--- config.mk ---
export PLATFORM = sky130hd
export DESIGN_NAME = rf_writeback_queue_flat
export DESIGN_NICKNAME = d
export VERILOG_FILES = /design/src/rtl/rf_writeback_queue_if.sv /design/src/rtl/rf_writeback_queue.sv /design/src/flat_wrapper.sv
export SDC_FILE = /design/constraint.sdc
export NUM_CORES = 1
export LEC_CHECK = 0
export BUFFER_PORTS_ARGS = -buffer_cell sky130_fd_sc_hd__buf_2
export CAP_MARGIN = 10
export CORE_MARGIN = 2
export CORE_UTILIZATION = 40
export DETAILED_ROUTE_END_ITERATION = 8
export PLACE_DENSITY_LB_ADDON = 0.15
export SYNTH_ARGS = -nofsm -noshare
export SYNTH_HDL_FRONTEND = slang
export SYNTH_SLANG_ARGS = --single-unit
--- constraint.sdc ---
create_clock -name clk -period 3.6 [get_ports clk]
set_input_delay 0 -clock clk [delete_from_list [all_inputs] [get_ports clk]]
set_output_delay 0 -clock clk [all_outputs]
set_load 0.005 [all_outputs]
--- src/rtl/rf_writeback_queue_if.sv ---
// Producer / register-file-port bundle for the write-back queue.
// The queue sits on the slave side; the producer and regfile glue sit on the master side.
interface rf_writeback_queue_if #(
  parameter int AW = 5,
  parameter int DW = 32
);
  logic          in_valid;
  logic          in_ready;
  logic [AW-1:0] in_dr;
  logic [DW-1:0] in_data;
  logic          drain_en;
  logic          wr_en;
  logic [AW-1:0] wr_dr;
  logic [DW-1:0] wr_data;
  logic [AW-1:0] sr1;
  logic [AW-1:0] sr2;
  logic [DW-1:0] rf_rd1;
  logic [DW-1:0] rf_rd2;
  logic [DW-1:0] rd1;
  logic [DW-1:0] rd2;

  modport master (
    output in_valid, in_dr, in_data, drain_en, sr1, sr2, rf_rd1, rf_rd2,
    input  in_ready, wr_en, wr_dr, wr_data, rd1, rd2
  );

  modport slave (
    input  in_valid, in_dr, in_data, drain_en, sr1, sr2, rf_rd1, rf_rd2,
    output in_ready, wr_en, wr_dr, wr_data, rd1, rd2
  );
endinterface

--- src/rtl/rf_writeback_queue.sv ---
// In-order write-back FIFO in front of the register file write port, with youngest-entry read forwarding.
// Optional RF_WBQ_ZERO_REG_EN: register 0 is hardwired zero (not queued, reads as 0).
module rf_writeback_queue #(
  parameter int DEPTH = 4,
  parameter int AW    = 5,
  parameter int DW    = 32
) (
  input  logic                     clk,
  input  logic                     reset,
  rf_writeback_queue_if.slave      bus,
  output logic [$clog2(DEPTH):0]   count,
  output logic                     full,
  output logic                     empty
);
  localparam int PW = $clog2(DEPTH);
  localparam int CW = PW + 1;

  logic [PW-1:0]    head, tail;
  logic [AW-1:0]    ent_dr   [DEPTH];
  logic [DW-1:0]    ent_data [DEPTH];
  logic [DEPTH-1:0] ent_vld;
  logic             push, enq, pop;

  assign full         = (count == CW'(DEPTH));
  assign empty        = (count == '0);
  assign bus.in_ready = !full;
  assign push         = bus.in_valid && !full;

`ifdef RF_WBQ_ZERO_REG_EN
  // Writes to r0 complete the handshake but are dropped.
  assign enq = push && (bus.in_dr != '0);
`else
  assign enq = push;
`endif

  // Reset suppresses the write so nothing pending leaks into the regfile.
  assign pop         = !empty && bus.drain_en && !reset;
  assign bus.wr_en   = pop;
  assign bus.wr_dr   = empty ? '0 : ent_dr[head];
  assign bus.wr_data = empty ? '0 : ent_data[head];

  always_ff @(posedge clk) begin
    if (reset) begin
      head    <= '0;
      tail    <= '0;
      count   <= '0;
      ent_vld <= '0;
    end else begin
      if (pop) begin
        head          <= head + PW'(1);
        ent_vld[head] <= 1'b0;
      end
      if (enq) begin
        tail          <= tail + PW'(1);
        ent_vld[tail] <= 1'b1;
      end
      count <= count + CW'(enq) - CW'(pop);
    end
  end

  always_ff @(posedge clk) begin
    if (enq) begin
      ent_dr[tail]   <= bus.in_dr;
      ent_data[tail] <= bus.in_data;
    end
  end

  logic [1:0][AW-1:0] sr;
  logic [1:0][DW-1:0] rf, rd;

  assign sr[0]   = bus.sr1;
  assign sr[1]   = bus.sr2;
  assign rf[0]   = bus.rf_rd1;
  assign rf[1]   = bus.rf_rd2;
  assign bus.rd1 = rd[0];
  assign bus.rd2 = rd[1];

  // Scan oldest -> youngest from head so the last match (youngest) wins.
  always_comb begin
    logic [PW-1:0] idx;
    idx = '0;
    for (int p = 0; p < 2; p++) begin
      rd[p] = rf[p];
      for (int k = 0; k < DEPTH; k++) begin
        idx = head + PW'(k);
        if (ent_vld[idx] && ent_dr[idx] == sr[p])
          rd[p] = ent_data[idx];
      end
`ifdef RF_WBQ_ZERO_REG_EN
      if (sr[p] == '0)
        rd[p] = '0;
`endif
    end
  end
endmodule

--- src/flat_wrapper.sv ---
// flat-port wrapper written by rule: the top's interface ports become plain ports
module rf_writeback_queue_flat 
#(
  parameter int DEPTH = 4,
  parameter int AW    = 5,
  parameter int DW    = 32
)
  (clk, reset, count, full, empty, bus_in_valid, bus_in_dr, bus_in_data, bus_drain_en, bus_sr1, bus_sr2, bus_rf_rd1, bus_rf_rd2, bus_in_ready, bus_wr_en, bus_wr_dr, bus_wr_data, bus_rd1, bus_rd2);
  rf_writeback_queue_if #(.AW(AW), .DW(DW)) bus_i ();
  input  logic clk;
  input  logic reset;
  output logic [$clog2(DEPTH):0] count;
  output logic full;
  output logic empty;
  input wire logic [$bits(bus_i.in_valid)-1:0] bus_in_valid;
  input wire logic [$bits(bus_i.in_dr)-1:0] bus_in_dr;
  input wire logic [$bits(bus_i.in_data)-1:0] bus_in_data;
  input wire logic [$bits(bus_i.drain_en)-1:0] bus_drain_en;
  input wire logic [$bits(bus_i.sr1)-1:0] bus_sr1;
  input wire logic [$bits(bus_i.sr2)-1:0] bus_sr2;
  input wire logic [$bits(bus_i.rf_rd1)-1:0] bus_rf_rd1;
  input wire logic [$bits(bus_i.rf_rd2)-1:0] bus_rf_rd2;
  output wire logic [$bits(bus_i.in_ready)-1:0] bus_in_ready;
  output wire logic [$bits(bus_i.wr_en)-1:0] bus_wr_en;
  output wire logic [$bits(bus_i.wr_dr)-1:0] bus_wr_dr;
  output wire logic [$bits(bus_i.wr_data)-1:0] bus_wr_data;
  output wire logic [$bits(bus_i.rd1)-1:0] bus_rd1;
  output wire logic [$bits(bus_i.rd2)-1:0] bus_rd2;
  assign bus_i.in_valid = bus_in_valid;
  assign bus_i.in_dr = bus_in_dr;
  assign bus_i.in_data = bus_in_data;
  assign bus_i.drain_en = bus_drain_en;
  assign bus_i.sr1 = bus_sr1;
  assign bus_i.sr2 = bus_sr2;
  assign bus_i.rf_rd1 = bus_rf_rd1;
  assign bus_i.rf_rd2 = bus_rf_rd2;
  assign bus_in_ready = bus_i.in_ready;
  assign bus_wr_en = bus_i.wr_en;
  assign bus_wr_dr = bus_i.wr_dr;
  assign bus_wr_data = bus_i.wr_data;
  assign bus_rd1 = bus_i.rd1;
  assign bus_rd2 = bus_i.rd2;
  rf_writeback_queue #(.DEPTH(DEPTH), .AW(AW), .DW(DW)) u_core (.clk(clk), .reset(reset), .bus(bus_i), .count(count), .full(full), .empty(empty));
endmodule
## Word level (Yosys, flattened, before mapping)

Memory sizes are Yosys's and may differ from the RTL's. A register that Yosys moved wholly into a read port is not among the register bits.
Cells that the tools add are included.

- Add/subtract/negate cells: 6
- Order comparisons: 7
- Equal/unequal tests: 9
- Muxes and demuxes: 31
- Bitwise logic cells: 3
- Reduce and logical (&&, ||, !) cells: 17

Operator list:

| operator | count |
|---|---|
| $mux W32 | 9 |
| $eq A5 B5 Y1 | 8 |
| $lt A2 B3 Y1 const B | 5 |
| $logic_and A1 B1 Y1 | 13 |
| $mux W4 | 3 |
| $bmux W1 S2 | 4 |
| $mux W1 | 8 |
| $mux W2 | 4 |
| $mux W5 | 1 |
| $add A2 B1 Y2 const B | 2 |
| $add A2 B2 Y2 const B | 2 |
| $and A4 B4 Y4 | 1 |
| $demux W1 S2 | 2 |
| $ge A2 B1 Y1 const B | 2 |
| $not A4 Y4 | 1 |
| $or A4 B4 Y4 | 1 |
| $add A3 B1 Y3 | 1 |
| $eq A3 B3 Y1 const B | 1 |
| $logic_not A1 Y1 | 3 |
| $logic_not A3 Y1 | 1 |
| $sub A3 B1 Y3 | 1 |

- Register bits: 11
- Bits in writable memories: 148
- Input port bits: 115
- Output and inout port bits: 108
- Word-level logic and storage cells: 79
- Memories kept: 2

Memory list:

| name | depth | width | rd ports | clocked after memory_dff | write ports | RTL line | text |
|---|---|---|---|---|---|---|---|
| u_core.ent_data | 4 | 32 | 4 | 1 | 1 | rf_writeback_queue.sv:20 | `logic [DW-1:0] ent_data [DEPTH];` |
| u_core.ent_dr | 4 | 5 | 4 | 1 | 1 | rf_writeback_queue.sv:19 | `logic [AW-1:0] ent_dr [DEPTH];` |

## Longest topological paths before layout

- Depth in word-level cells: 10
- Depth in mapped cells: 16
- Depth with buffers taken out: 11

## Least setup slack after synthesis

OpenSTA, ideal clock, no wires.

- Path kind: register to output
- Start: register u_core.head[1]
- End: output bus_rd1[14]
- Data arrival time: 3.685 ns
- Required time: 3.600 ns
- Path slack: -0.085 ns
- Stages on the path, launching flop included: 16
- Buffers on the path: 7
- Cells stage by stage: dfxtp_1 > buf_2 > buf_1 > clkbuf_1 > inv_1 > ha_1 > buf_2 > buf_6 > mux4_2 > xor2_1 > nor3_1 > and2_1 > buf_2 > buf_2 > a211oi_2 > o211ai_1

- Word-level cells in the longest chain between the ends: 7
- Elaborated cells on any way between the ends: 24
- Classes of those cells: add/sub (3); eq/ne (3); mux (12); reduce/logical (4); memory (2)

Ends and longest elaborated chain:

| element | RTL line | text |
|---|---|---|
| from (decl) | rf_writeback_queue.sv:18 | `logic [PW-1:0] head, tail;` |
| from (signal assigned) | rf_writeback_queue.sv:50 | `head <= head + PW'(1);` |
| $add A2 B1 Y2 or $bmux W1 S2 (tied branches) | rf_writeback_queue.sv:85, rf_writeback_queue.sv:86 |  |
| $mem_v2 Z4 W5 (tied with other cells) | n/a |  |
| $eq A5 B5 Y1 (tied with other cells) | rf_writeback_queue.sv:86 | `if (ent_vld[idx] && ent_dr[idx] == sr[p])` |
| $logic_and A1 B1 Y1 or $mux W32 (tied branches) | rf_writeback_queue.sv:86 |  |
| $mux W32 (2 in series) | rf_writeback_queue.sv:86 |  |
| $mux W32 (*) | rf_writeback_queue.sv:86 |  |
| to (decl) | flat_wrapper.sv:27 | `output wire logic [$bits(bus_i.rd1)-1:0] bus_rd1;` |

Mark *: on every way between the ends. The rest lies on a longest branch, timed or not. The select of a mux whose other input is x is not followed.

## Worst setup path after layout

- Start: register u_core.head[0]
- End: output bus_rd2[29]

- Word-level cells in the longest chain between the ends: 7
- Elaborated cells on any way between the ends: 24
- Classes of those cells: add/sub (3); eq/ne (3); mux (12); reduce/logical (4); memory (2)

Ends and longest elaborated chain:

| element | RTL line | text |
|---|---|---|
| $add A2 B1 Y2 or $bmux W1 S2 (tied branches) | rf_writeback_queue.sv:85, rf_writeback_queue.sv:86 |  |
| $mem_v2 Z4 W5 (tied with other cells) | n/a |  |
| $eq A5 B5 Y1 (tied with other cells) | rf_writeback_queue.sv:86 |  |
| $logic_and A1 B1 Y1 or $mux W32 (tied branches) | rf_writeback_queue.sv:86 |  |
| $mux W32 (2 in series) | rf_writeback_queue.sv:86 |  |
| $mux W32 (*) | rf_writeback_queue.sv:86 |  |
| to (decl) | flat_wrapper.sv:28 | `output wire logic [$bits(bus_i.rd2)-1:0] bus_rd2;` |

Marked as above.

==> impl_metrics.json <==
{
  "grt_antenna_before_repair": 1,
  "die_w_um": 181.6,
  "synth_common_cells": "edfxtp_1 (148), mux4_2 (136), nor3_1 (87)",
  "syn_avg_cell_area_um2": 11.97,
  "grt_pass1_wl_um": 67030,
  "max_freq_ghz": 0.2897,
  "drive_above_1_share_pct": 40.25,
  "fp.dieH_um": 181.6,
  "wire_per_inst_um": 26.34,
  "clockRootBuffer": "clkbuf_16",
  "synthAdderAreaFrac_pct": 1.150,
  "firstDrtPassIters": 5,
  "crit_family": "buffers and inverters",
  "synth_top_family_by_area": "multiplexers",
  "fin_cells": 1705,
  "via_per_inst": 6.423,
  "async_reset_ff_share_pct": 0,
  "drt_iter0_drc": 1127,
  "syn_to_final_growth_pct": 22.66,
  "hold_class": "input pin to flop",
  "slowest_stage": "mux4_2",
  "synth.area.mux_share_pct": 28.96,
  "worst_hold_path.num_cells": 4,
  "whs_ps": 67.98,
  "cp.depth": 12,
  "cpPeakStageDelay_ps": 550,
  "nets": 1415,
  "insertion_delay_ps": 430,
  "initial_core_util_pct": 40.30,
  "slew_viol_final": 0,
  "setup-tns-final_ps": 0,
  "worstSetupPathType": "flop to output port",
  "groute.usage.overall_pct": 27.14,
  "synth_compound_area_share_pct": 12.25,
  "cts_tree": "built",
  "port_buffers": 222,
  "placeableCoreArea_um2": 31310,
  "dp_slack_ps": 386.7,
  "synth_xor_area_share_pct": 3.054,
  "fp.dieArea_um2": 32980,
  "synth_area_leader_cell": "edfxtp_1",
  "worst_setup_path_end_kind": "output port",
  "cts_num_sinks": 161,
  "multiInputGateArea_um2": 7476,
  "grt_setup_unrepaired": "false",
  "grt_max_degree": 70,
  "power.leakage_nw": 5.281,
  "arrival_ps": 3450,
  "outcome": "complete, no violations",
  "ys_ff_latch": 161,
  "ant_nets": 0,
  "synthSimpleGateAreaFrac_pct": 12.78,
  "min_period_over_period_pct": 95.88,
  "post-route-min-period_ps": 3452,
  "hold_viol_final": 0,
  "synth_edf_count": 148,
  "required_ps": 3600,
  "dp.cells": 1622,
  "drt_wl_total_um": 44910,
  "grt.overflow.total": 0,
  "ios": 223,
  "cap_violations": 0,
  "synth_top_area_share_pct": 35.22,
  "path_buf_inv": 5,
  "synth_warnings": 0,
  "place_hpwl_um": 30350,
  "crit_fanout": 8,
  "tightest_slew_ps": 778.9,
  "utilization_pct": 49.43,
  "synth.most_common_cell": "edfxtp_1",
  "route.vias.total": 10950,
  "reg2reg_depth": 11,
  "startpoint_type": "flop",
  "peakVddDrop_mv": 0.3736,
  "setup_viol": 0,
  "yosysSeqAreaShare_pct": 37.29,
  "cts.htree.levels": 4,
  "ys_types": 46,
  "synthTopCellsByArea": "edfxtp_1 (35%), mux4_2 (24%), o211ai_1 (3.7%)",
  "clockBufferDepth": 2,
  "synthesis.instances": 1054,
  "syn_area_um2": 12620,
  "nFillCells": 2845,
  "crit_chain": "inv_1 -> ha_4 -> buf_12 -> mux4_2 -> xnor2_1 -> nand2_1 -> or2_4 -> buf_12 -> buf_4 -> mux2i_1 -> o21ai_1 -> buf_2",
  "synth_nets": 1180,
  "place_congestion": 0.8452,
  "rows": 65,
  "power_density_nw_per_um2": 645.2,
  "fin_ws_ps": 148.3,
  "final-seq-area_um2": 4715,
  "path_clk_slew_ps": 70,
  "slew_headroom_pct": 48.08,
  "grt_pass1_vias": 10670,
  "synth_ff_type": "edfxtp_1",
  "cts_made_buffers": 17,
  "skew_ps": 9.166,
  "crit_path_frequent_cell": "buf_12",
  "route.detailed.drc": 0
}
==> layout by cell type (no fill, tap or decap), types with 6 or more instances in the layout <==
cell,netlist,layout
clkbuf_16,0,18
ha_1,10,9
a211oi_1,39,39
mux2_2,16,16
buf_12,0,7
nor2_1,42,39
buf_2,33,222
edfxtp_1,148,148
dfxtp_1,13,9
mux2i_1,41,41
o31ai_1,25,24
inv_1,13,13
o21ai_0,20,20
inv_6,0,6
buf_4,2,51
mux4_2,136,136
nor3b_1,10,10
nand3_1,18,18
a21oi_1,6,6
or3_1,17,16
nor3_1,87,86
a31oi_1,8,8
a211oi_2,21,21
o211ai_1,62,62
xnor2_1,38,34
nand2_1,85,85
and2_1,39,38
dlygate4sd3_1,0,39
o21ai_1,7,7
==> flip-flops by register name (all words and copies together) (netlist names), named ones only <==
register and cells:
u_core.count 3, u_core.ent_data 128, u_core.ent_dr 20, u_core.ent_vld 4, u_core.head 2, u_core.tail 2
==> tightest hold or removal path: stages <==
cell     delay [ps]
buf_2           110
and2_1          200
xnor2_1          80
nor2_1           70
==> power by group <==
part / switching (mW) / leakage, nW / internal (mW)
Combinational: 2.98 / 3.51 / 2.53
Sequential: 0.214 / 1.46 / 2.32
Clock: 0.823 / 0.303 / 1.12
Total: 4.02 / 5.28 / 5.97
==> routing by layer <==
layer	routed length [um]	track usage [%]
met1	18570	36.60
met2	21680	44.51
met3	3811	6.157
met4	851	6.894
met5	0	0
==> logic make-up (layout without fill, tap and decap cells) <==
| logic type | count (synthesis) | count (layout) |
|---|---|---|
| xor+xnor | 44 | 44 |
| simple gates | 323 | 323 |
| buf+inv | 121 | 369 |
| compound gates | 201 | 201 |
| mux | 193 | 193 |
| flops | 161 | 161 |
| fa+ha+maj | 11 | 11 |
| other cells | 0 | 1 |
==> repair_timing <==
action                     4_1_cts  5_1_grt
buffers inserted                 0       10
gates cloned                     0        1
gates resized for setup          2       15
setup endpoints to repair        7       57
hold endpoints to repair       161        0
hold buffers                    39        0
pin swaps                        0        5
==> through the flow <==
step | power [mW] | area, um2
3_3_place_gp | 7.844 | 14250
2_1_floorplan | 6.204 | 12620
6_report | 9.985 | 15480
5_1_grt | 10.52 | 15480
4_1_cts | 9.852 | 15270
3_5_place_dp | 7.861 | 14250
==> area by class of cell <==
cell class	count	area share, %
tap	402	3.250
clock inverter	15	1.261
multi-input combinational	772	48.31
clock buffer	17	2.749
timing repair buffer	324	13.64
antenna	1	0.01617
inverter	13	0.3153
sequential	161	30.46
==> worst paths after layout <==
| check | slack, ps | endpoint | from |
|---|---|---|---|
| max | 150 | bus_rd2[29] | u_core.head[0] |
| min | 70 | u_core.tail[0] | bus_in_valid |
| max reg2reg | 1070 | u_core.count[2] | u_core.count[1] |
| min reg2reg | 550 | u_core.ent_vld[0] | u_core.ent_vld[0] |
Power figures use the tool's default switching activity.
